$ cat config.mk
export PLATFORM = sky130hd
export DESIGN_NAME = fifo_wr_arbiter_flat
export DESIGN_NICKNAME = d
export VERILOG_FILES = /design/src/rtl/fifo_wr_arbiter_if.sv /design/src/rtl/fifo_wr_arbiter.sv /design/src/flat_wrapper.sv
export SDC_FILE = /design/constraint.sdc
export NUM_CORES = 1
export LEC_CHECK = 0
export ABC_AREA = 1
export BUFFER_PORTS_ARGS = -buffer_cell sky130_fd_sc_hd__buf_4
export CAP_MARGIN = 5
export CORE_MARGIN = 2
export CORE_UTILIZATION = 35
export DETAILED_ROUTE_END_ITERATION = 8
export GPL_TIMING_DRIVEN = 1
export HOLD_SLACK_MARGIN = 0.02
export MAX_ROUTING_LAYER = met4
export PLACE_DENSITY = 0.66
export RECOVER_POWER = 50
export SLEW_MARGIN = 15
export SYNTH_ARGS = -nofsm -noshare
export SYNTH_HDL_FRONTEND = slang
export SYNTH_SLANG_ARGS = --single-unit
$ cat constraint.sdc
create_clock -name clk -period 3.36 [get_ports clk]
set_input_delay 0.672 -clock clk [delete_from_list [all_inputs] [get_ports clk]]
set_output_delay 0.672 -clock clk [all_outputs]
set_load 0.01 [all_outputs]
$ cat src/rtl/fifo_wr_arbiter_if.sv
// Handshake bundle between the producers, the write arbiter and the downstream FIFO write port.
// The slave modport is the arbiter's view; master is the producer/FIFO side.
interface fifo_wr_arbiter_if #(
  parameter int WIDTH   = 8,
  parameter int NUM_REQ = 4
);
  localparam int ID_W = $clog2(NUM_REQ);

  logic [NUM_REQ-1:0]       req_valid;
  logic [NUM_REQ*WIDTH-1:0] req_data;
  logic [NUM_REQ-1:0]       req_ready;
  logic                     fifo_full;
  logic                     fifo_wr_en;
  logic [WIDTH-1:0]         fifo_data_in;
  logic                     grant_valid;
  logic [ID_W-1:0]          grant_id;

  modport slave (
    input  req_valid, req_data, fifo_full,
    output req_ready, fifo_wr_en, fifo_data_in, grant_valid, grant_id
  );

  modport master (
    output req_valid, req_data, fifo_full,
    input  req_ready, fifo_wr_en, fifo_data_in, grant_valid, grant_id
  );
endinterface

$ cat src/rtl/fifo_wr_arbiter.sv
// Round-robin burst arbiter sharing one FIFO write port among NUM_REQ valid/ready producers.
// Define FIFO_ARB_STATS_EN to add the saturating stall_cycles counter output.
//
// state | meaning
// IDLE  | no grant held; round-robin search from last_grant+1
// GRANT | grant_id owns the FIFO write port for up to MAX_BURST beats
module fifo_wr_arbiter #(
  parameter int WIDTH     = 8,
  parameter int NUM_REQ   = 4,
  parameter int MAX_BURST = 4
) (
  input  logic                clk,
  input  logic                rst,
`ifdef FIFO_ARB_STATS_EN
  output logic [15:0]         stall_cycles,
`endif
  fifo_wr_arbiter_if.slave    bus
);
  localparam int ID_W  = $clog2(NUM_REQ);
  localparam int CNT_W = $clog2(MAX_BURST) + 1;

  typedef enum logic {IDLE, GRANT} state_t;

  state_t           state;
  logic             grant_valid_q;
  logic [ID_W-1:0]  grant_id_q;
  logic [ID_W-1:0]  last_grant;
  logic [CNT_W-1:0] beat_cnt;

  logic             pick_found;
  logic [ID_W-1:0]  pick_id;
  logic [ID_W-1:0]  cand;
  logic             cur_valid;
  logic             accept;

  // Scan from farthest to nearest so the nearest candidate after last_grant wins.
  always_comb begin
    pick_found = 1'b0;
    pick_id    = '0;
    cand       = '0;
    for (int k = NUM_REQ; k >= 1; k--) begin
      cand = ID_W'((int'(last_grant) + k) % NUM_REQ);
      if (bus.req_valid[cand]) begin
        pick_found = 1'b1;
        pick_id    = cand;
      end
    end
  end

  assign cur_valid = bus.req_valid[grant_id_q];
  assign accept    = (state == GRANT) && cur_valid && !bus.fifo_full && !rst;

  assign bus.fifo_wr_en   = accept;
  assign bus.fifo_data_in = bus.req_data[grant_id_q*WIDTH +: WIDTH];
  assign bus.grant_valid  = grant_valid_q;
  assign bus.grant_id     = grant_id_q;

  always_comb begin
    bus.req_ready             = '0;
    bus.req_ready[grant_id_q] = accept;
  end

  always_ff @(posedge clk) begin
    if (rst) begin
      state         <= IDLE;
      grant_valid_q <= 1'b0;
      grant_id_q    <= '0;
      last_grant    <= ID_W'(NUM_REQ - 1);
      beat_cnt      <= '0;
    end else begin
      case (state)
        IDLE: begin
          if (pick_found) begin
            state         <= GRANT;
            grant_valid_q <= 1'b1;
            grant_id_q    <= pick_id;
            last_grant    <= pick_id;
            beat_cnt      <= '0;
          end
        end
        GRANT: begin
          // Dropping valid forfeits the grant; a full FIFO just holds it.
          if (!cur_valid) begin
            state         <= IDLE;
            grant_valid_q <= 1'b0;
          end else if (accept) begin
            if (beat_cnt == CNT_W'(MAX_BURST - 1)) begin
              state         <= IDLE;
              grant_valid_q <= 1'b0;
            end else begin
              beat_cnt <= beat_cnt + CNT_W'(1);
            end
          end
        end
        default: begin
          state         <= IDLE;
          grant_valid_q <= 1'b0;
        end
      endcase
    end
  end

`ifdef FIFO_ARB_STATS_EN
  always_ff @(posedge clk) begin
    if (rst) begin
      stall_cycles <= '0;
    end else if ((state == GRANT) && cur_valid && bus.fifo_full && (stall_cycles != 16'hFFFF)) begin
      stall_cycles <= stall_cycles + 16'd1;
    end
  end
`endif
endmodule

$ cat src/flat_wrapper.sv
// flat-port wrapper written by rule: the top's interface ports become plain ports
module fifo_wr_arbiter_flat 
#(
  parameter int WIDTH     = 8,
  parameter int NUM_REQ   = 4,
  parameter int MAX_BURST = 4
)
  (clk, rst, bus_req_valid, bus_req_data, bus_fifo_full, bus_req_ready, bus_fifo_wr_en, bus_fifo_data_in, bus_grant_valid, bus_grant_id);
  fifo_wr_arbiter_if #(.WIDTH(WIDTH), .NUM_REQ(NUM_REQ)) bus_i ();
  input  logic clk;
  input  logic rst;
  input wire logic [$bits(bus_i.req_valid)-1:0] bus_req_valid;
  input wire logic [$bits(bus_i.req_data)-1:0] bus_req_data;
  input wire logic [$bits(bus_i.fifo_full)-1:0] bus_fifo_full;
  output wire logic [$bits(bus_i.req_ready)-1:0] bus_req_ready;
  output wire logic [$bits(bus_i.fifo_wr_en)-1:0] bus_fifo_wr_en;
  output wire logic [$bits(bus_i.fifo_data_in)-1:0] bus_fifo_data_in;
  output wire logic [$bits(bus_i.grant_valid)-1:0] bus_grant_valid;
  output wire logic [$bits(bus_i.grant_id)-1:0] bus_grant_id;
  assign bus_i.req_valid = bus_req_valid;
  assign bus_i.req_data = bus_req_data;
  assign bus_i.fifo_full = bus_fifo_full;
  assign bus_req_ready = bus_i.req_ready;
  assign bus_fifo_wr_en = bus_i.fifo_wr_en;
  assign bus_fifo_data_in = bus_i.fifo_data_in;
  assign bus_grant_valid = bus_i.grant_valid;
  assign bus_grant_id = bus_i.grant_id;
  fifo_wr_arbiter #(.WIDTH(WIDTH), .NUM_REQ(NUM_REQ), .MAX_BURST(MAX_BURST)) u_core (.clk(clk), .rst(rst), .bus(bus_i));
endmodule
Word-level counts from Yosys, hierarchy flattened
Cells that the tools add are included.
- bits in registers: 9
- input bits: 39
- output and inout bits: 16
- word-level logic and storage cells: 70
- add/sub/neg operators: 5
- order comparisons: 6
- eq/ne operators: 7
- shifts and indexed selects: 1
- muxes and demuxes: 35
- bitwise gates (word level): 2
- reduce and logical (&&, ||, !) cells: 9
- operators by type and width (kind ; count):
    32-bit by 6-bit variable part select with 8-bit output ; 1
    1-bit two-way mux ; 18
    2-bit by 3-bit less-than comparator with 1-bit output, second input constant ; 5
    3-bit two-way mux ; 4
    1-bit binary-select mux with 2-bit select ; 5
    2-bit two-way mux ; 4
    2-bit != test, second input constant ; 3
    3-bit != test, second input constant ; 2
    3-bit case mux with 2 select lines ; 1
    2-bit by 1-bit adder with 2-bit output, second input constant ; 2
    2-bit adder, second input constant ; 2
    4-bit AND ; 1
    1-bit logical AND ; 4
    1-bit case mux with 2 select lines ; 2
    4-bit AND reduction ; 1
    3-bit by 1-bit adder with 3-bit output, second input constant ; 1
    3-bit by 2-bit equality test with 1-bit output, second input constant ; 1
    3-bit AND reduction ; 1
    1-bit demux with 2-bit select ; 1
    2-bit by 1-bit greater-or-equal comparator with 1-bit output, second input constant ; 1
    1-bit zero test ; 2
    2-bit by 1-bit != test with 1-bit output, second input constant ; 1
    2-bit AND reduction ; 1
    1-bit NOT ; 1

Depth between registers and ports, before layout
Gate-level depths: netlist (run 1).
- depth after elaboration: 9
- depth in mapped cells: 11

Least setup slack after synthesis (run 1)
No wires, ideal clock.
- path kind: input port to output port
- start: in rst
- end: out bus_req_ready[0]
- arrival: 1441 ps
- path slack: 1247 ps
- stages: 4
- cells stage by stage: clkbuf_1 > nor2_1 > nand2_2 > nor3_2
- longest elaborated chain between the ends: 3
- RTL lines (item ; RTL line ; source):
    start: declaration ; flat_wrapper.sv:11 ; input logic rst;
    1-bit zero test ; fifo_wr_arbiter.sv:51 ; assign accept = (state == GRANT) && cur_valid && !bus.fifo_full && !rst;
    1-bit logical AND ; fifo_wr_arbiter.sv:51 ;
    4-bit AND (no line) ; -- ;
    end: declaration ; flat_wrapper.sv:15 ; output wire logic [$bits(bus_i.req_ready)-1:0] bus_req_ready;
No other way between the ends.

Worst setup path after layout (run 1)
- start: reg u_core.grant_id_q[1] (netlist: u_core.bus.grant_id[1])
- end: out bus_req_ready[1]
- longest elaborated chain between the ends: 6
- RTL lines (item ; RTL line ; source):
    start: declaration ; fifo_wr_arbiter.sv:26 ; logic [ID_W-1:0] grant_id_q;
    start signal: assignment ; fifo_wr_arbiter.sv:76 ; grant_id_q <= pick_id;
    branches (longest 5 deep; another with 2-bit by 3-bit less-than comparator with 1-bit output) ; -- ;
    4-bit AND (no line) (*) ; -- ;
Mark *: on every way between the ends. The select of a mux whose other input is x is not followed.

==> impl_results.md, run 1 <==
* Critical path data required time at roughly 2700 ps
* Total gr overflow at 0
* Max_cap viols at 0
* Insertion delay to the later sink of the worst-skew pair at around 260 ps
* Hold Worst Slack at between 400 and 500 ps
* Count of unique library cells instantiated by Yosys at 24
* Sequential fraction of the synthesis area at between 10% and 20%
* Largest stage delay, worst path at a little over 600 ps
* Count of hold buffers inserted by post-cts repair at 0
* Number of nets in the synthesized netlist at approximately 200
* Worst hold path depth at 2
* Final setup violation count at 0
* Post-synth design cell area at between 900 and 1000 sq um
* Most used cell along the critical path: sky130_fd_sc_hd__buf_4
* Core region area at 2710 sq um
* Number of max-slew violations in the final report at 0
* Via/cell ratio at 4.99
* Adder and majority cell fraction of the synthesized area at 2.55%
* Number of remaining DRC errors at 0
* Detail Route Antenna Nets at 0
* Quantity of gates resized following cts at 0
* Slowest CP cell: sky130_fd_sc_hd__dfxtp_1
* Initial antenna violation count at 0
* Setup_tns at 0 ps
* X dimension of the die at roughly 57 um
* Max VDD drop at roughly 0.00040 V
* Global-route wire length before repair at between 4000 and 5000 um
* Clock tree from TritonCTS: built
* Clock Tree Root: sky130_fd_sc_hd__clkbuf_4
* Hold wc startpoint: u_core.bus.grant_valid
* Worst slew margin relative to its limit at 35.4%
* Maximum number of pins on one net before global-route repair at 12
* Total clock buffers created by CTS at 3
* Routability Congestion at about 0.84
* Part of the cycle the worst path needs at approximately 78%
* Share of synthesized area spent on multiplexers at 0%
* Pleak at 0.738 nW
* Worst EP arrival at 1940 ps
* Drt initial violations at 66
* Die Span Y at 56.9 um
* Worst Hold Endpoint: u_core.bus.grant_valid
* Setup repair after global routing missed its margin: no
* First drt pass iteration count at 4
* Via count of the first global-routing pass at about 1100
* Crit path time final at approximately 2600 ps
* Area overhead of the layout relative to synthesis at 42.1%
* Overall die area at approximately 3200 sq um
* Area fraction in compound gates after synthesis at 14.8%
* Global routing usage summed across all routing layers at around 17%
* Dominant combinational cell family by area after synthesis: simple AND/OR/NAND/NOR gates
* Quantity of I/O buffers inserted on ports at 54
* Endpoint of the worst register-to-register path: u_core.beat_cnt[1]
* Cells along the critical path: buf_4 -> nor2_8 -> nand2_1 -> o21ai_2 -> nor2_1 -> nor2_4 -> nand2_2 -> nor3_2 -> buf_4
* Synthesized netlist cell count at 155
* # diodes at 0
* Worst reg-to-reg path cell count at 7
* Simple logic cell fraction of the synthesized area at about half
* Sink Count at 9
* Total detailed-routing wirelength at between 2000 and 3000 um
* Number of vias after detailed routing at around 1200
* Startpoint-to-endpoint class of the critical path: flop to output port
* Number of nets in the finished design at about 250
* Placement Rows at 19
* Nature of the critical path endpoint: output port
* Run status: finished clean
* Synth Area per Inst at about 6.3 sq um
* Worst-case register-to-register setup slack at between 1000 and 1500 ps
* Initial Util at 36.2%
* Final setup skew at 0.360 ps
* Mean routed wirelength per cell at 10.9 um
* Number of hold-slack violations in the final timing report at 0
* Largest driver fanout on the critical path at 9
* Maximum level of the CTS H-tree at 1
* Worst slew pin tran at between 900 and 1000 ps
* Count of yosys warnings during synthesis at 0
* Maximum clock insertion buffer count at 2
* IO Count at 55
* Power density of the placed cells at a little under 700 nW/um^2
* Xor/xnor share of the synthesized area at 0%
* Maximum operating frequency at about 0.38 GHz
* FF+latch count, synth at 9
* Worst r2r src: u_core.last_grant[0]
* Share of layout cells above drive strength 1 at a little over a third
* Worst setup SP type: flop
* Clock transition at the registers of the reported paths at about 60 ps
* Worst hold path class: flop to flop
* Buffers inserted by post-CTS timing repair at 0
* Post-detail-place hpwl at about 2200 um
worst max path at each step:
stage | startpoint | endpoint | slack, ps
after floorplan | rst | bus_req_ready[0] | 1250
after global placement | u_core.bus.grant_id[1] | bus_req_ready[0] | 1070
after detailed placement | u_core.bus.grant_id[1] | bus_req_ready[1] | 1020
after CTS | u_core.bus.grant_id[1] | bus_req_ready[1] | 730
after global routing | u_core.bus.grant_id[1] | bus_req_ready[2] | 580
final | u_core.bus.grant_id[1] | bus_req_ready[1] | 740
sequential cells by signal (all words and copies together), names as in the netlist:
register                cells
u_core.last_grant           2
u_core.bus.grant_valid      1
u_core.state                1
u_core.bus.grant_id         2
u_core.beat_cnt             3
Yosys cell counts:
cell type / count / area, sq um
sky130_fd_sc_hd__buf_1: 2 / 7.51
sky130_fd_sc_hd__inv_1: 17 / 63.8
sky130_fd_sc_hd__inv_2: 1 / 3.75
sky130_fd_sc_hd__inv_4: 2 / 12.5
sky130_fd_sc_hd__nor2_1: 7 / 26.3
sky130_fd_sc_hd__or2_4: 1 / 8.76
sky130_fd_sc_hd__a21oi_1: 7 / 35.0
sky130_fd_sc_hd__ha_1: 2 / 25.0
sky130_fd_sc_hd__buf_6: 3 / 33.8
sky130_fd_sc_hd__nand4_2: 1 / 12.5
sky130_fd_sc_hd__nand4_1: 2 / 12.5
sky130_fd_sc_hd__a21oi_2: 1 / 8.76
sky130_fd_sc_hd__clkbuf_1: 1 / 3.75
sky130_fd_sc_hd__nand2_1: 51 / 191
sky130_fd_sc_hd__nor2_8: 3 / 60.1
sky130_fd_sc_hd__o21ai_4: 1 / 16.3
sky130_fd_sc_hd__a22oi_1: 8 / 60.1
sky130_fd_sc_hd__nor2_4: 1 / 11.3
sky130_fd_sc_hd__nor3_2: 3 / 30.0
sky130_fd_sc_hd__nand2_2: 6 / 37.5
sky130_fd_sc_hd__o211ai_1: 1 / 7.51
sky130_fd_sc_hd__nand3_1: 23 / 115
sky130_fd_sc_hd__o21ai_2: 2 / 17.5
sky130_fd_sc_hd__dfxtp_1: 9 / 180
cells in the final DEF (no fill, tap or decap), drive strengths merged, types with 7 or more instances in the layout:
cell type	Yosys	layout
nand2	57	57
buf	5	53
nand3	23	23
inv	20	20
nor2	11	11
dfxtp	9	9
a22oi	8	8
a21oi	8	8
clkbuf	1	7
cell families after synthesis:
kind of cell             count (synthesis)
adder cells (fa/ha/maj)                  2
AND/OR/NAND/NOR                         98
flip-flops                               9
buffers and inverters                   26
AO/OA/AOI/OAI                           20
where the power goes:
group | switching (W) | internal [W]
combinational | 0.000373 | 0.000281
clock | 0.0000402 | 0.0000459
sequential | 0.0000649 | 0.000135
total | 0.000478 | 0.000462
final cells by class:
class	count	area [sq um]
fill	283	1320
timing repair buffer	56	409
tap	31	38.8
clock buffer	4	26.3
sequential	9	180
inverter	20	80.1
multi-input combinational	120	659
worst max-delay path: cells and delay by family, from the launching register on:
| family | cells | cell delay (ps) |
|---|---|---|
| flops | 1 | 620 |
| simple gates | 6 | 550 |
| compound gates | 1 | 60 |
| buf+inv | 2 | 440 |
metrics by stage:
| step | total power, W | cell area, sq um | instances | util [%] | setup slack (ps) |
|---|---|---|---|---|---|
| floorplan | 0.000685 | 981 | 155 | - | 1250 |
| global placement | 0.000872 | 1400 | 236 | 51.5 | 1070 |
| detailed placement | 0.000886 | 1400 | 236 | 51.5 | 1020 |
| CTS | 0.000971 | 1420 | 240 | 52.4 | 732 |
| global route | 0.00104 | 1390 | 240 | 51.4 | 580 |
| finish | 0.000941 | 1390 | 240 | 51.4 | 743 |
per-layer routing:
layer | track usage [%] | vias up | wire length (um) | share of wire (%)
met1 | 18.7 | 517 | 1070 | 41
met2 | 29.4 | 60 | 1230 | 47
li1 | - | 617 | - | -
met4 | 3.65 | 0 | 21 | 0.80
met5 | - | - | 0 | 0
met3 | 4.54 | 3 | 305 | 12
No activity file was read; power rests on OpenSTA's default activity.
==> run 2: changes to the inputs <==
==> constraint.sdc (replaced) <==
create_clock -name clk -period 2.7 [get_ports clk]
set_input_delay 0.54 -clock clk [delete_from_list [all_inputs] [get_ports clk]]
set_output_delay 0.54 -clock clk [all_outputs]
set_load 0.01 [all_outputs]
==> impl_results.md, run 2 (synthesized netlist as in run 1, its figures left out) <==
* Switching part of the total power at 50.7% (-0.17 points)
* Placement Rows at 19 (unchanged)
* # diodes at 0 (unchanged)
* Via count of the first global-routing pass at 1160 (+8.6%)
* Total detailed-routing wirelength at 2810 um (+7.1%)
* Number of remaining DRC errors at 0 (unchanged)
* Total gr overflow at 0 (unchanged)
* Number of non-filler instances in the completed layout at 241 (+0.42%)
* Final setup skew at 6.04 ps (+5.68 ps)
* IO Count at 55 (unchanged)
* Count of hold buffers inserted by post-cts repair at 0 (unchanged)
* Worst slew margin relative to its limit at 38.0% (+2.5 points)
* Mean routed wirelength per cell at 11.7 um (+6.6%)
* Maximum clock insertion buffer count at 2 (unchanged)
* Clock tree from TritonCTS: built
* Post-detail-place hpwl at 2290 um (+5.2%)
* Global Route met2 Usage at 32.2% (+2.8 points)
* Crit path time final at 2350 ps
* Reg with most FFs: u_core.beat_cnt
* Number of hold-slack violations in the final timing report at 0 (unchanged)
* Setup repair after global routing missed its margin: no
* Largest driver fanout on the critical path at 15 (+6)
* X dimension of the die at 56.9 um (unchanged)
* Hold Worst Slack at 467 ps (-4.02 ps)
* Drt initial violations at 97 (+47%)
* Worst hold path depth at 2 (unchanged)
* Internal Pwr Total at 0.000590 W (+28%)
* Via/cell ratio at 5.03 (+0.92%)
* Maximum operating frequency at roughly 0.42 GHz
* Number of nets in the finished design at 252 (+0.40%)
* Number of max-slew violations in the final report at 0 (unchanged)
* Max_cap viols at 0 (unchanged)
* Final setup violation count at 0 (unchanged)
* Global routing usage summed across all routing layers at 17.9% (+1.2 points)
* Sink Count at 9 (unchanged)
* Most frequent standard cell in the layout excluding fill and tap cells: sky130_fd_sc_hd__buf_4
* Most frequent cells in the layout: sky130_fd_sc_hd__buf_4, sky130_fd_sc_hd__nand2_1, sky130_fd_sc_hd__nand3_1, sky130_fd_sc_hd__inv_1, sky130_fd_sc_hd__dfxtp_1
* Routability Congestion at 0.807 (-4.0%)
* Worst EP arrival at 1810 ps (-130 ps)
* Startpoint-to-endpoint class of the critical path: flop to output port
* Overall die area at 3240 sq um (unchanged)
* Quantity of gates resized following cts at 0 (unchanged)
* Worst r2r src: u_core.last_grant[0]
* Endpoint of the worst register-to-register path: u_core.beat_cnt[0]
* Insertion delay to the later sink of the worst-skew pair at 260 ps (about the same)
* Max VDD drop at 0.000397 V (+0.27%)
* Worst reg-to-reg path cell count at 7 (unchanged)
* Worst slew pin tran at 921 ps (-37.7 ps)
* Worst-case register-to-register setup slack at 360 ps (-650 ps)
* Run status: finished clean
* Worst Hold Endpoint: u_core.bus.grant_id[1]
* Core region area at 2710 sq um (unchanged)
* Maximum number of pins on one net before global-route repair at 16 (+4)
* Global-route wire length before repair at 4710 um (+7.9%)
* Setup_tns at 0 ps (unchanged)
* Combinational group share of total power at 73.5% (+3.9 points)
* Number of vias after detailed routing at 1213 (+1.3%)
* Worst hold path class: flop to flop
* Relative contribution of the clock network to total power at 8.8% (-0.4 points)
* Quantity of I/O buffers inserted on ports at 54 (unchanged)
* Clock transition at the registers of the reported paths at 70 ps (about the same)
* Buffers inserted by post-CTS timing repair at 0 (unchanged)
* Worst setup SP type: flop
* Placed insts at 237 (+0.42%)
* Relative contribution of sequential cells to total power at 17.7% (-3.6 points)
* Least setup slack across all paths after layout at 345 ps (-398 ps)
* Critical path data required time at 2160 ps (-530 ps)
* Nature of the critical path endpoint: output port
* Power density of the placed cells at 849 nW/um^2 (+26%)
* Flip-flop count of the largest register, all copies and words added at 3 (unchanged)
* Maximum level of the CTS H-tree at 1 (unchanged)
* Initial Util at 36.2% (unchanged)
* Share of layout cells above drive strength 1 at 37.6% (+1.3 points)
* Initial antenna violation count at 0 (unchanged)
* Die Span Y at 56.9 um (unchanged)
* Routing layer with the top usage in global route: met2
* Met1 usage at 20.2% (+1.5 points)
* Clock Tree Root: sky130_fd_sc_hd__clkbuf_4
* Share of the core filled with cells in the final layout at 52.0% (+0.55 points)
* First drt pass iteration count at 5 (+1)
* Met3 global-route usage at 3.63% (-0.91 points)
* Area overhead of the layout relative to synthesis at 43.6%
* Pre-CTS setup slack at 621 ps (-402 ps)
* Hold wc startpoint: u_core.bus.grant_id[1]
* Part of the cycle the worst path needs at 87.2%
* Total of fill cells in the finished design at 265 (-6.4%)
* Detail Route Antenna Nets at 0 (unchanged)
* Total clock buffers created by CTS at 3 (unchanged)
* Power dissipated by switching net loads at 0.000606 W (+27%)
* Pleak at 0.751 nW (+1.8%)
run 2: changes by cell type in the layout (fill, tap and decap cells not counted), sizes merged:
| cell | previous run | this run |
|---|---|---|
| clkbuf | 7 | 5 |
| buf | 53 | 56 |
run 2: worst max-delay path, cell delays in order (launching register included):
cell	delay (ps)
sky130_fd_sc_hd__dfxtp_1	330
sky130_fd_sc_hd__buf_4	280
sky130_fd_sc_hd__inv_4	80
sky130_fd_sc_hd__nor2_8	150
sky130_fd_sc_hd__nand2_1	60
sky130_fd_sc_hd__nand2_1	70
sky130_fd_sc_hd__nor2_1	70
sky130_fd_sc_hd__nor2_4	130
sky130_fd_sc_hd__nand2_2	110
sky130_fd_sc_hd__nor3_2	130
sky130_fd_sc_hd__buf_4	140
run 2: area by class of cell:
| class | count | area, sq um | share of cell area (%) |
|---|---|---|---|
| sequential | 9 | 180 | 12.8 |
| tap | 31 | 38.8 | 2.75 |
| timing repair buffer | 57 | 424 | 30.1 |
| clock buffer | 4 | 26.3 | 1.87 |
| multi-input combinational | 120 | 659 | 46.8 |
| inverter | 20 | 80.1 | 5.68 |
run 2: power by group through the flow:
stage                     sequential [W]  clock (W)  combinational, W
final                           0.000211   0.000106          0.000879
after CTS                       0.000211   0.000109          0.000907
after global placement          0.000211          0          0.000883
after detailed placement        0.000214          0          0.000904
after global routing            0.000219   0.000116          0.000982
after floorplan                 0.000201          0          0.000652
run 2: layer usage:
metal | part of all wire [%] | vias to the layer above
met3 | 11 | 2
met5 | 0 | -
met4 | 0.64 | 0
met1 | 41 | 529
met2 | 48 | 58
li1 | - | 624
run 2: worst max path at each step:
stage | start | end | slack (ps) | cells past startpoint
floorplan | u_core.bus.grant_id[0] | bus_req_ready[0] | 850 | 9
global placement | u_core.bus.grant_id[1] | bus_req_ready[0] | 680 | 10
detailed placement | u_core.bus.grant_id[1] | bus_req_ready[2] | 620 | 10
CTS | u_core.bus.grant_id[1] | bus_req_ready[2] | 330 | 10
global route | u_core.bus.grant_id[1] | bus_req_ready[0] | 130 | 10
finish | u_core.bus.grant_id[1] | bus_req_ready[2] | 350 | 10
run 2: through the flow:
step	total power, W	cell area [sq um]
2_1_floorplan	0.000853	981
3_3_place_gp	0.00109	1400
3_5_place_dp	0.00112	1400
4_1_cts	0.00123	1430
5_1_grt	0.00132	1410
6_report	0.00120	1410
==> run 3: changes to the inputs <==
--- a/config.mk
+++ b/config.mk
@@ -5,7 +5,6 @@
 export SDC_FILE = /design/constraint.sdc
 export NUM_CORES = 1
 export LEC_CHECK = 0
-export ABC_AREA = 1
 export BUFFER_PORTS_ARGS = -buffer_cell sky130_fd_sc_hd__buf_4
 export CAP_MARGIN = 5
 export CORE_MARGIN = 2
@@ -14,7 +13,7 @@
 export GPL_TIMING_DRIVEN = 1
 export HOLD_SLACK_MARGIN = 0.02
 export MAX_ROUTING_LAYER = met4
-export PLACE_DENSITY = 0.66
+export PLACE_DENSITY = 0.71
 export RECOVER_POWER = 50
 export SLEW_MARGIN = 15
 export SYNTH_ARGS = -nofsm -noshare
==> impl_results.md, run 3 <==
* Maximum number of pins on one net before global-route repair at 15 (-1)
* Final setup violation count at 0 (unchanged)
* Setup_tns at 0 ps (unchanged)
* Max_cap viols at 0 (unchanged)
* Die Span Y at 50.2 um (-12%)
* Maximum clock insertion buffer count at 2 (unchanged)
* Max VDD drop at 0.000247 V (-38%)
* Sequential fraction of the synthesis area at 24.2% (+5.8 points)
* Initial Util at 37.6% (+1.4 points)
* Buf+Inv Stages, Crit Path at 3 (unchanged)
* Flip-flop count of the largest register, all copies and words added at 3 (unchanged)
* Buffers inserted by post-CTS timing repair at 0 (unchanged)
* Sink Count at 9 (unchanged)
* Number of flops mapped to enable cells by yosys at 0 (unchanged)
* Initial antenna violation count at 0 (unchanged)
* Met2 routed WL at 1080 um (-20%)
* Largest area contributor in the synthesized netlist: sky130_fd_sc_hd__mux4_2
* Pleak at 0.520 nW (-31%)
* Ranking of synthesized cells by area: sky130_fd_sc_hd__mux4_2, sky130_fd_sc_hd__dfxtp_1, sky130_fd_sc_hd__a21oi_1, sky130_fd_sc_hd__nand3_1, sky130_fd_sc_hd__nor2_1
* Proportion of netlist area held by the largest area contributor at 27.2% (+7.7 points)
* Area overhead of the layout relative to synthesis at 58.6%
* Most frequent cells in the layout: sky130_fd_sc_hd__buf_4, sky130_fd_sc_hd__mux4_2, sky130_fd_sc_hd__dfxtp_1, sky130_fd_sc_hd__nor2_1, sky130_fd_sc_hd__a21oi_1
* Placement Rows at 16 (-3)
* Cells along the critical path: buf_4 -> mux4_2 -> nand3_2 -> inv_2 -> and3_1 -> buf_4
* Number of nets in the finished design at 176 (-30%)
* Largest driver fanout on the critical path at 8 (-7)
* Worst-case register-to-register setup slack at 1130 ps (+770 ps)
* Worst slew pin tran at 626 ps (-294 ps)
* Met1 WL at 753 um (-34%)
* Detail Route Antenna Nets at 0 (unchanged)
* Worst hold path class: flop to flop
* Xor/xnor share of the synthesized area at 0% (unchanged)
* Global routing usage summed across all routing layers at 17.7% (-0.16 points)
* Critical path data required time at 2160 ps (about the same)
* Post-synth design cell area at 746 sq um (-24%)
* First drt pass iteration count at 4 (-1)
* Drt initial violations at 8 (-92%)
* Most frequently used flop master after synthesis: sky130_fd_sc_hd__dfxtp_1
* Total detailed-routing wirelength at 2100 um (-25%)
* Mean routed wirelength per cell at 13.0 um (+12%)
* Number of remaining DRC errors at 0 (unchanged)
* Maximum level of the CTS H-tree at 1 (unchanged)
* Worst setup SP type: input pin
* Clock tree from TritonCTS: built
* Via count of the first global-routing pass at 769 (-34%)
* Number of nets in the synthesized netlist at 121 (-38%)
* Total gr overflow at 0 (unchanged)
* Post-synthesis async set-or-reset flop share at 0% (unchanged)
* Routability Congestion at 0.738 (-8.5%)
* Quantity of gates resized following cts at 0 (unchanged)
* Count of yosys warnings during synthesis at 0 (unchanged)
* Startpoint-to-endpoint class of the critical path: input pin to output port
* X dimension of the die at 50.2 um (-12%)
* Count of unique library cells instantiated by Yosys at 29 (+21%)
* Post-detail-place hpwl at 1730 um (-25%)
* Simple logic cell fraction of the synthesized area at 25.3% (-26 points)
* Family of cells with the greatest summed delay on the critical path: multiplexers
* Number of non-filler instances in the completed layout at 161 (-33%)
* Power density of the placed cells at 406 nW/um^2 (-52%)
* Clock transition at the registers of the reported paths at 60 ps (about the same)
* Number of hold-slack violations in the final timing report at 0 (unchanged)
* Hold Worst Slack at 466 ps (-0.528 ps)
* Setup repair after global routing missed its margin: no
* Reg with most FFs: u_core.beat_cnt
* Most frequent standard cell in the layout excluding fill and tap cells: sky130_fd_sc_hd__buf_4
* Via/cell ratio at 5.14 (+2.1%)
* DR WL met3 at 255 um (-15%)
* Crit path time final at 2230 ps (-122 ps)
* Part of the cycle the worst path needs at 82.7% (-4.5 points)
* Most used cell along the critical path: sky130_fd_sc_hd__buf_4
* Number of vias after detailed routing at 827 (-32%)
* # diodes at 0 (unchanged)
* Leading post-synthesis cells by instance count: sky130_fd_sc_hd__dfxtp_1, sky130_fd_sc_hd__mux4_2, sky130_fd_sc_hd__a21oi_1, sky130_fd_sc_hd__nor2_1, sky130_fd_sc_hd__nand3_1
* Count of hold buffers inserted by post-cts repair at 0 (unchanged)
* Adder and majority cell fraction of the synthesized area at 3.36% (+0.80 points)
* Overall die area at 2520 sq um (-22%)
* Total clock buffers created by CTS at 3 (unchanged)
* Synthesized netlist cell count at 80 (-48%)
* Area fraction in compound gates after synthesis at 14.1% (-0.70 points)
* Final setup skew at 1.89 ps (-4.15 ps)
* Worst EP arrival at 1690 ps (-120 ps)
* Share of layout cells above drive strength 1 at 51.5% (+14 points)
* Global-route wire length before repair at 3390 um (-28%)
* Largest stage delay, worst path at 530 ps (+200 ps)
* Synth Area per Inst at 9.32 sq um (+47%)
* FF+latch count, synth at 9 (unchanged)
* Nature of the critical path endpoint: output port
* Clock Tree Root: sky130_fd_sc_hd__clkbuf_4
* Worst slew margin relative to its limit at 58.2% (+20 points)
* Quantity of I/O buffers inserted on ports at 54 (unchanged)
* Uppermost layer routed: met4
* Maximum operating frequency at 0.448 GHz (+5.5%)
* IO Count at 55 (unchanged)
* Run status: finished clean
* Dominant combinational cell family by area after synthesis: multiplexers
* Slowest CP cell: sky130_fd_sc_hd__mux4_2
* Placed insts at 157 (-34%)
* Core region area at 1980 sq um (-27%)
* Insertion delay to the later sink of the worst-skew pair at 260 ps (about the same)
* Share of synthesized area spent on multiplexers at 27.2% (+27 points)
* Number of max-slew violations in the final report at 0 (unchanged)
-- run 3: cell types whose count changed after synthesis, moves of 3 or more --
cell,change
sky130_fd_sc_hd__nor3_2,-3
sky130_fd_sc_hd__or2_1,+3
sky130_fd_sc_hd__nand3_1,-17
sky130_fd_sc_hd__nor2_8,-3
sky130_fd_sc_hd__nand2_1,-46
sky130_fd_sc_hd__a22oi_1,-8
sky130_fd_sc_hd__nand2_2,-6
sky130_fd_sc_hd__mux4_2,+9
sky130_fd_sc_hd__inv_1,-15
-- run 3: logic make-up after synthesis --
family                   Yosys count
buffers and inverters              9
AO/OA/AOI/OAI                     16
AND/OR/NAND/NOR                   35
multiplexers                       9
flip-flops                         9
adder cells (fa/ha/maj)            2
-- run 3: metal layers --
metal,vias to the layer above,global-route usage (%)
met2,39,32.7
met4,0,6.02
li1,412,-
met3,2,6.25
met1,374,16.9
met5,-,-
-- run 3: tightest hold or removal path: stages, from the launching register on --
cell and delay (ps):
sky130_fd_sc_hd__dfxtp_1 310, sky130_fd_sc_hd__nand3_1 60, sky130_fd_sc_hd__a21oi_1 60
-- run 3: path summary, 6_finish.rpt --
path                                         start                  to  cells after the start
worst max-delay path              bus_req_valid[3]    bus_req_ready[3]                      6
worst min-delay path            u_core.beat_cnt[2]  u_core.beat_cnt[2]                      2
worst min register to register  u_core.beat_cnt[2]  u_core.beat_cnt[2]                      2
worst max register to register  u_core.beat_cnt[0]  u_core.beat_cnt[0]                      6
-- run 3: final cells by class --
type,count,area (sq um)
inverters,3,11.3
flip-flops and latches,9,180
well taps,27,33.8
multi-input cells,62,522
repair buffers,56,409
fillers,184,800
clock buffers,4,26.3
-- run 3: stage by stage --
stage / total power (W) / area, sq um / utilization, % / worst slack (ps)
floorplan: 0.000285 / 746 / - / 726
global placement: 0.000381 / 1170 / 58.9 / 483
detailed placement: 0.000385 / 1170 / 58.9 / 468
CTS: 0.000486 / 1190 / 60.2 / 467
global route: 0.000508 / 1180 / 59.7 / 401
finish: 0.000480 / 1180 / 59.7 / 467
-- run 3: report_power, final --
group	leakage [nW]	internal, W	switching [W]
Combinational	0.430	0.000127	0.0000912
Clock	0.0150	0.0000569	0.0000461
Sequential	0.0742	0.000145	0.0000139
Total	0.520	0.000329	0.000151
